--- src/rtl/load_ext_unit_if.sv ---
// Load-extension bus: memory-side request fields plus extended results.
// Misalignment flags exist only when LOAD_EXT_MISALIGN_CHECK_EN is defined.
interface load_ext_unit_if;
    logic        in_valid;
    logic [1:0]  mem_dst;
    logic [1:0]  ext_op;
    logic        isu;
    logic [1:0]  byte_off;
    logic [31:0] rdata_in;
    logic [31:0] ext_comb;
    logic [31:0] ext_q;
    logic        valid_q;
`ifdef LOAD_EXT_MISALIGN_CHECK_EN
    logic        misalign;
    logic        misalign_q;
`endif

    modport master (
        output in_valid, mem_dst, ext_op, isu, byte_off, rdata_in,
        input  ext_comb, ext_q, valid_q
`ifdef LOAD_EXT_MISALIGN_CHECK_EN
        , input misalign, misalign_q
`endif
    );

    modport slave (
        input  in_valid, mem_dst, ext_op, isu, byte_off, rdata_in,
        output ext_comb, ext_q, valid_q
`ifdef LOAD_EXT_MISALIGN_CHECK_EN
        , output misalign, misalign_q
`endif
    );
endinterface

--- src/rtl/load_ext_unit.sv ---
// Load-data extension stage: byte/halfword/word select with sign/zero/upper extension.
// Optional misalignment flag built only when LOAD_EXT_MISALIGN_CHECK_EN is defined.
module load_ext_unit #(
    parameter int unsigned PIPE = 1
) (
    input  logic           clk,
    input  logic           reset,
    load_ext_unit_if.slave bus
);

    logic [7:0]  byte_sel;
    logic [15:0] half_sel;
    logic [31:0] ext_comb;

    always_comb begin
        // NOTE: every variable gets a default first, so no path through the case can infer a latch.
        byte_sel = bus.rdata_in[{bus.byte_off, 3'b000} +: 8];
        half_sel = bus.rdata_in[{bus.byte_off[1], 4'b0000} +: 16];
        ext_comb = bus.isu ? {24'h0, byte_sel} : {{24{byte_sel[7]}}, byte_sel};
        case (bus.mem_dst)
            2'd1: begin
                case (bus.ext_op)
                    2'd0:    ext_comb = {{16{half_sel[15]}}, half_sel};
                    2'd2:    ext_comb = {half_sel, 16'h0};
                    default: ext_comb = {16'h0, half_sel};
                endcase
            end
            2'd3:    ext_comb = bus.rdata_in;
            default: ; // byte and reserved encoding keep the byte result
        endcase
    end

    assign bus.ext_comb = ext_comb;

`ifdef LOAD_EXT_MISALIGN_CHECK_EN
    logic misalign;

    assign misalign = bus.in_valid &&
                      (((bus.mem_dst == 2'd1) && bus.byte_off[0]) ||
                       ((bus.mem_dst == 2'd3) && (bus.byte_off != 2'd0)));
    assign bus.misalign = misalign;
`endif

    generate
        if (PIPE != 0) begin : g_pipe
            logic [31:0] ext_d, ext_q;
            logic        valid_d, valid_q;

            always_comb begin
                ext_d   = bus.in_valid ? ext_comb : ext_q;
                valid_d = bus.in_valid;
            end

            // NOTE: sequential state uses non-blocking assignments so every flop samples pre-edge values.
            always_ff @(posedge clk or negedge reset) begin
                if (!reset) begin
                    ext_q   <= '0;
                    valid_q <= 1'b0;
                end else begin
                    ext_q   <= ext_d;
                    valid_q <= valid_d;
                end
            end

            assign bus.ext_q   = ext_q;
            assign bus.valid_q = valid_q;

`ifdef LOAD_EXT_MISALIGN_CHECK_EN
            logic misalign_d, misalign_q;

            always_comb misalign_d = misalign;

            always_ff @(posedge clk or negedge reset) begin
                if (!reset) misalign_q <= 1'b0;
                else        misalign_q <= misalign_d;
            end

            assign bus.misalign_q = misalign_q;
`endif
        end else begin : g_bypass
            // Unregistered build: the "registered" outputs simply mirror the live path.
            assign bus.ext_q   = ext_comb;
            assign bus.valid_q = bus.in_valid;
`ifdef LOAD_EXT_MISALIGN_CHECK_EN
            assign bus.misalign_q = misalign;
`endif
        end
    endgenerate

endmodule

--- src/flat_wrapper.sv ---
// flat-port wrapper written by rule: the top's interface ports become plain ports
module load_ext_unit_flat 
#(
    parameter int unsigned PIPE = 1
)
  (clk, reset, bus_in_valid, bus_mem_dst, bus_ext_op, bus_isu, bus_byte_off, bus_rdata_in, bus_ext_comb, bus_ext_q, bus_valid_q);
  load_ext_unit_if bus_i ();
  input  logic clk;
  input  logic reset;
  input wire logic [$bits(bus_i.in_valid)-1:0] bus_in_valid;
  input wire logic [$bits(bus_i.mem_dst)-1:0] bus_mem_dst;
  input wire logic [$bits(bus_i.ext_op)-1:0] bus_ext_op;
  input wire logic [$bits(bus_i.isu)-1:0] bus_isu;
  input wire logic [$bits(bus_i.byte_off)-1:0] bus_byte_off;
  input wire logic [$bits(bus_i.rdata_in)-1:0] bus_rdata_in;
  output wire logic [$bits(bus_i.ext_comb)-1:0] bus_ext_comb;
  output wire logic [$bits(bus_i.ext_q)-1:0] bus_ext_q;
  output wire logic [$bits(bus_i.valid_q)-1:0] bus_valid_q;
  assign bus_i.in_valid = bus_in_valid;
  assign bus_i.mem_dst = bus_mem_dst;
  assign bus_i.ext_op = bus_ext_op;
  assign bus_i.isu = bus_isu;
  assign bus_i.byte_off = bus_byte_off;
  assign bus_i.rdata_in = bus_rdata_in;
  assign bus_ext_comb = bus_i.ext_comb;
  assign bus_ext_q = bus_i.ext_q;
  assign bus_valid_q = bus_i.valid_q;
  load_ext_unit #(.PIPE(PIPE)) u_core (.clk(clk), .reset(reset), .bus(bus_i));
endmodule
--- config.mk ---
export PLATFORM = sky130hd
export DESIGN_NAME = load_ext_unit_flat
export DESIGN_NICKNAME = d
export VERILOG_FILES = /design/src/rtl/load_ext_unit_if.sv /design/src/rtl/load_ext_unit.sv /design/src/flat_wrapper.sv
export SDC_FILE = /design/constraint.sdc
export NUM_CORES = 1
export LEC_CHECK = 0
export BUFFER_PORTS_ARGS = -buffer_cell sky130_fd_sc_hd__buf_2
export CAP_MARGIN = 20
export CORE_MARGIN = 1
export CORE_UTILIZATION = 46
export DETAILED_ROUTE_END_ITERATION = 7
export PLACE_DENSITY = 0.8
export SLEW_MARGIN = 40
export SYNTH_ARGS = -nofsm -noshare
export SYNTH_HDL_FRONTEND = slang
export SYNTH_SLANG_ARGS = --single-unit
--- constraint.sdc ---
create_clock -name clk -period 1.85 [get_ports clk]
set_input_delay 0.2775 -clock clk [delete_from_list [all_inputs] [get_ports clk]]
set_output_delay 0.2775 -clock clk [all_outputs]
set_load 0.005 [all_outputs]
==> impl_metrics.csv <==
group,metric,value,unit
timing,setup_viol,5,
detailed_routing,post_drt_via_cell_ratio,6.190,
synth,synth_ff_type,"dfrtp_1",
detailed_routing,dr.pass1.iters,6,
floorplanning,core_region_area,0.004444,mm^2
detailed_routing,wl_met3,715,um
timing,rsz0062_at_grt,"true",
global_routing,antenna_found_initial,0,
critical_path,cp_slowest_cell,"mux2i_2",
detailed_routing,wl_met1,3153,um
power_and_ir_drop,p_int,1.685,mW
synth,yosysTopAreaCellShare,38.02,%
timing,finalHoldViolations,0,
final_layout,n_antenna_cell,0,
synth,synth_most_common_cell,"dfrtp_1",
timing,fin_skew,0,ps
floorplanning,rows,24,
critical_path,path_depth,7,
cts,clk_path_buf_depth,2,
timing,setup_ws,-17.97,ps
synth,seq_area_frac_synth,38.02,%
critical_path,path_cells,"buf_2 > mux2i_2 > nor4_4 > buf_4 > a221o_1 > a21o_2 > buf_2",
floorplanning,initial_core_util,48.87,%
detailed_routing,finalWirelength,7935,um
detailed_routing,drtAntennaViolNets,0,
synth,syn-cell-area,0.002172,mm^2
floorplanning,dieHeight,70.72,um
run_status,status,"complete, but fails checks",
detailed_routing,drc,18,
run_status,violations,"DRC, setup timing",
critical_path,cp_top_family,"compound AO/OA/AOI/OAI gates",
global_routing,grt_overflow,0,
global_routing,grt_max_degree,34,
cts,cts_root_buf,"clkbuf_8",
timing,fmax,0.5353,GHz
detailed_routing,drt_first_iter_violations,256,
detailed_routing,vias,2569,
critical_path,cp_slowest_stage_delay,300,ps
synth,syn_area_per_cell,9.654,um^2
power_and_ir_drop,combPwrFrac,34.7,%
cts,cts_tree,"yes",
synth,synth.distinct_cells,39,
final_layout,layout-drive-gt1-share,59.23,%
min_path,hold_class,"primary input to flip-flop",
power_and_ir_drop,p_clk_share,29.3,%
timing,fin_crit_sh,101.0,%
synth,ys_warn_count,0,
job,cap_violations,0,
power_and_ir_drop,seq_power_share,36.0,%
global_routing,grt_pass1_vias,2345,
timing,relSlewSlack,62.69,%
synth,synthTopCellsByCount,"33 x dfrtp_1, 27 x nor2_1, 14 x mux2i_1, 12 x a21oi_1, 12 x nand2_1",
critical_path,cp_max_fo,4,
critical_path,crit_buf_inv,3,
global_routing,track_usage,28.20,%
cts,cts_buffers,5,
final_layout,synthToLayoutAreaGrowth,57.66,%
synth,synth-edff-count,0,
cts,clk_latency,280,ps
place,port_buffers,106,
timing,min_period,1868,ps
critical_path,crit_path_end_kind,"output pin",
detailed_routing,wl_per_cell,19.12,um
critical_path,cp.required,1570,ps
final_layout,final_util,77.06,%
place,hpwl,5104,um
global_routing,grt_pass1_wl,11100,um
cts,clkSinkCount,33,
synth,ys_top_cells_by_area,"dfrtp_1 38%, mux2i_1 6.5%, mux2_2 4.7%",
synth,yosysTopAreaCell,"dfrtp_1",
synth,ys_ff_latch,33,
detailed_routing,dr.max_layer_used,"met4",
cts,h-tree-depth,2,
power_and_ir_drop,ir_drop,0.3644,mV
detailed_routing,met2_length,3985,um
timing,worst_slew_pin_slew,557.1,ps
floorplanning,die_area,0.005001,mm^2
final_layout,final_nets,404,
critical_path,r2r_cells,2,
critical_path,start_kind,"primary input",
timing,slew_violations,0,
power_and_ir_drop,p_switching,0.7250,mW
min_path,holdPathStages,3,
critical_path,crit_type,"primary input to output pin",
floorplanning,io_pins,107,
synth,synth_nets,267,
floorplanning,die_width,70.72,um
place,gp_congestion,0.9170,
critical_path,cp_common_cell,"buf_2",
cts,clkSlewWorstSetupHoldPaths,70,ps
power_and_ir_drop,leakagePower,1.702,nW
power_and_ir_drop,powerDensity,703.9,mW/mm^2
power_and_ir_drop,sw_frac_of_total,30.08,%
critical_path,arrival,1590,ps
synth,async_flop_share,100.0,%
synth,synthCells,225,
place,place_ws,-233.1,ps
[power groups by stage]
| stage | Combinational, mW | Clock [mW] | Sequential, mW |
|---|---|---|---|
| 2_1_floorplan | 0.340 | 0 | 0.887 |
| 3_3_place_gp | 0.685 | 0 | 0.877 |
| 3_5_place_dp | 0.700 | 0 | 0.880 |
| 4_1_cts | 0.731 | 0.713 | 0.867 |
| 5_1_grt | 0.893 | 0.747 | 0.880 |
| 6_report | 0.836 | 0.706 | 0.868 |
[cell usage in the layout, fill, tap and decap left out, types with 7 or more instances in the layout]
cell type  Yosys  routed
a21oi_2        0       7
a22oi_1       11      10
a311oi_1      11      11
and3_1         7       7
buf_2          6      98
buf_4          1      33
buf_6          1      13
dfrtp_1       33      33
mux2_2         9       8
mux2i_1       14      13
nand2_1       12       9
nor2_1        27      19
nor2_2         0       7
o21ai_0        9       9
o32a_1         7       7
[tightest hold or removal path, cell delays in order]
cell and delay, ps:
buf_2 100, a221o_1 170, a21bo_2 120
[metal layers]
| metal | vias to the layer above | GRT usage (%) |
|---|---|---|
| met5 | - | 0 |
| met4 | 0 | 9.556 |
| met3 | 9 | 5.840 |
| met2 | 164 | 47.65 |
| met1 | 1244 | 36.14 |
| li1 | 1152 | - |
[worst paths after layout]
check                                     start              endpoint  slack (ps)
min reg2reg                u_core.bus.ext_q[15]  u_core.bus.ext_q[15]         510
min                            bus_rdata_in[11]  u_core.bus.ext_q[27]         410
min in group asynchronous                 reset  u_core.bus.ext_q[10]         480
max in group asynchronous                 reset  u_core.bus.ext_q[13]        1060
max                             bus_byte_off[1]      bus_ext_comb[19]         -20
max reg2reg                u_core.bus.ext_q[27]  u_core.bus.ext_q[27]        1000
[stage by stage]
stage / hold slack [ps] / power [mW] / std cells / cell area (um^2) / TNS [ps]
2_1_floorplan: -18.09 / 1.227 / 225 / 2172 / 0
3_3_place_gp: 377.7 / 1.561 / 392 / 2900 / -7708
3_5_place_dp: 382.2 / 1.580 / 392 / 2903 / -5389
4_1_cts: 72.87 / 2.311 / 404 / 3136 / -9.702
5_1_grt: 414.1 / 2.520 / 415 / 3425 / -589.9
6_report: 411.8 / 2.410 / 415 / 3425 / -36.76
[layout make-up]
type | instances | area (um^2)
multi-input combinational | 172 | 1456
tap | 52 | 65.06
clock buffer | 7 | 86.33
inverter | 2 | 11.26
timing repair buffer | 148 | 949.7
fill | 303 | 1020
clock inverter | 1 | 30.03
sequential | 33 | 825.8
[cells by family after synthesis]
logic type | Yosys count | share of synthesized area (%)
buffers and inverters | 21 | 4.493
flip-flops | 33 | 38.02
multiplexers | 26 | 13.19
AO/OA/AOI/OAI | 78 | 28.51
AND/OR/NAND/NOR | 67 | 15.78
[sequential cells by signal, indices dropped and copies added (netlist names)]
signal              flops
u_core.bus.ext_q       32
u_core.bus.valid_q      1
[repair_timing]
| item | in CTS | in global routing |
|---|---|---|
| hold buffers | 0 | 1 |
| endpoints found under the setup margin | 31 | 31 |
| endpoints found under the hold margin | 0 | 33 |
| cloned | 0 | 2 |
| setup buffers | 4 | 8 |
| pin swaps | 9 | 20 |
| resized for setup | 17 | 54 |
(Power assumes the default switching activity.)
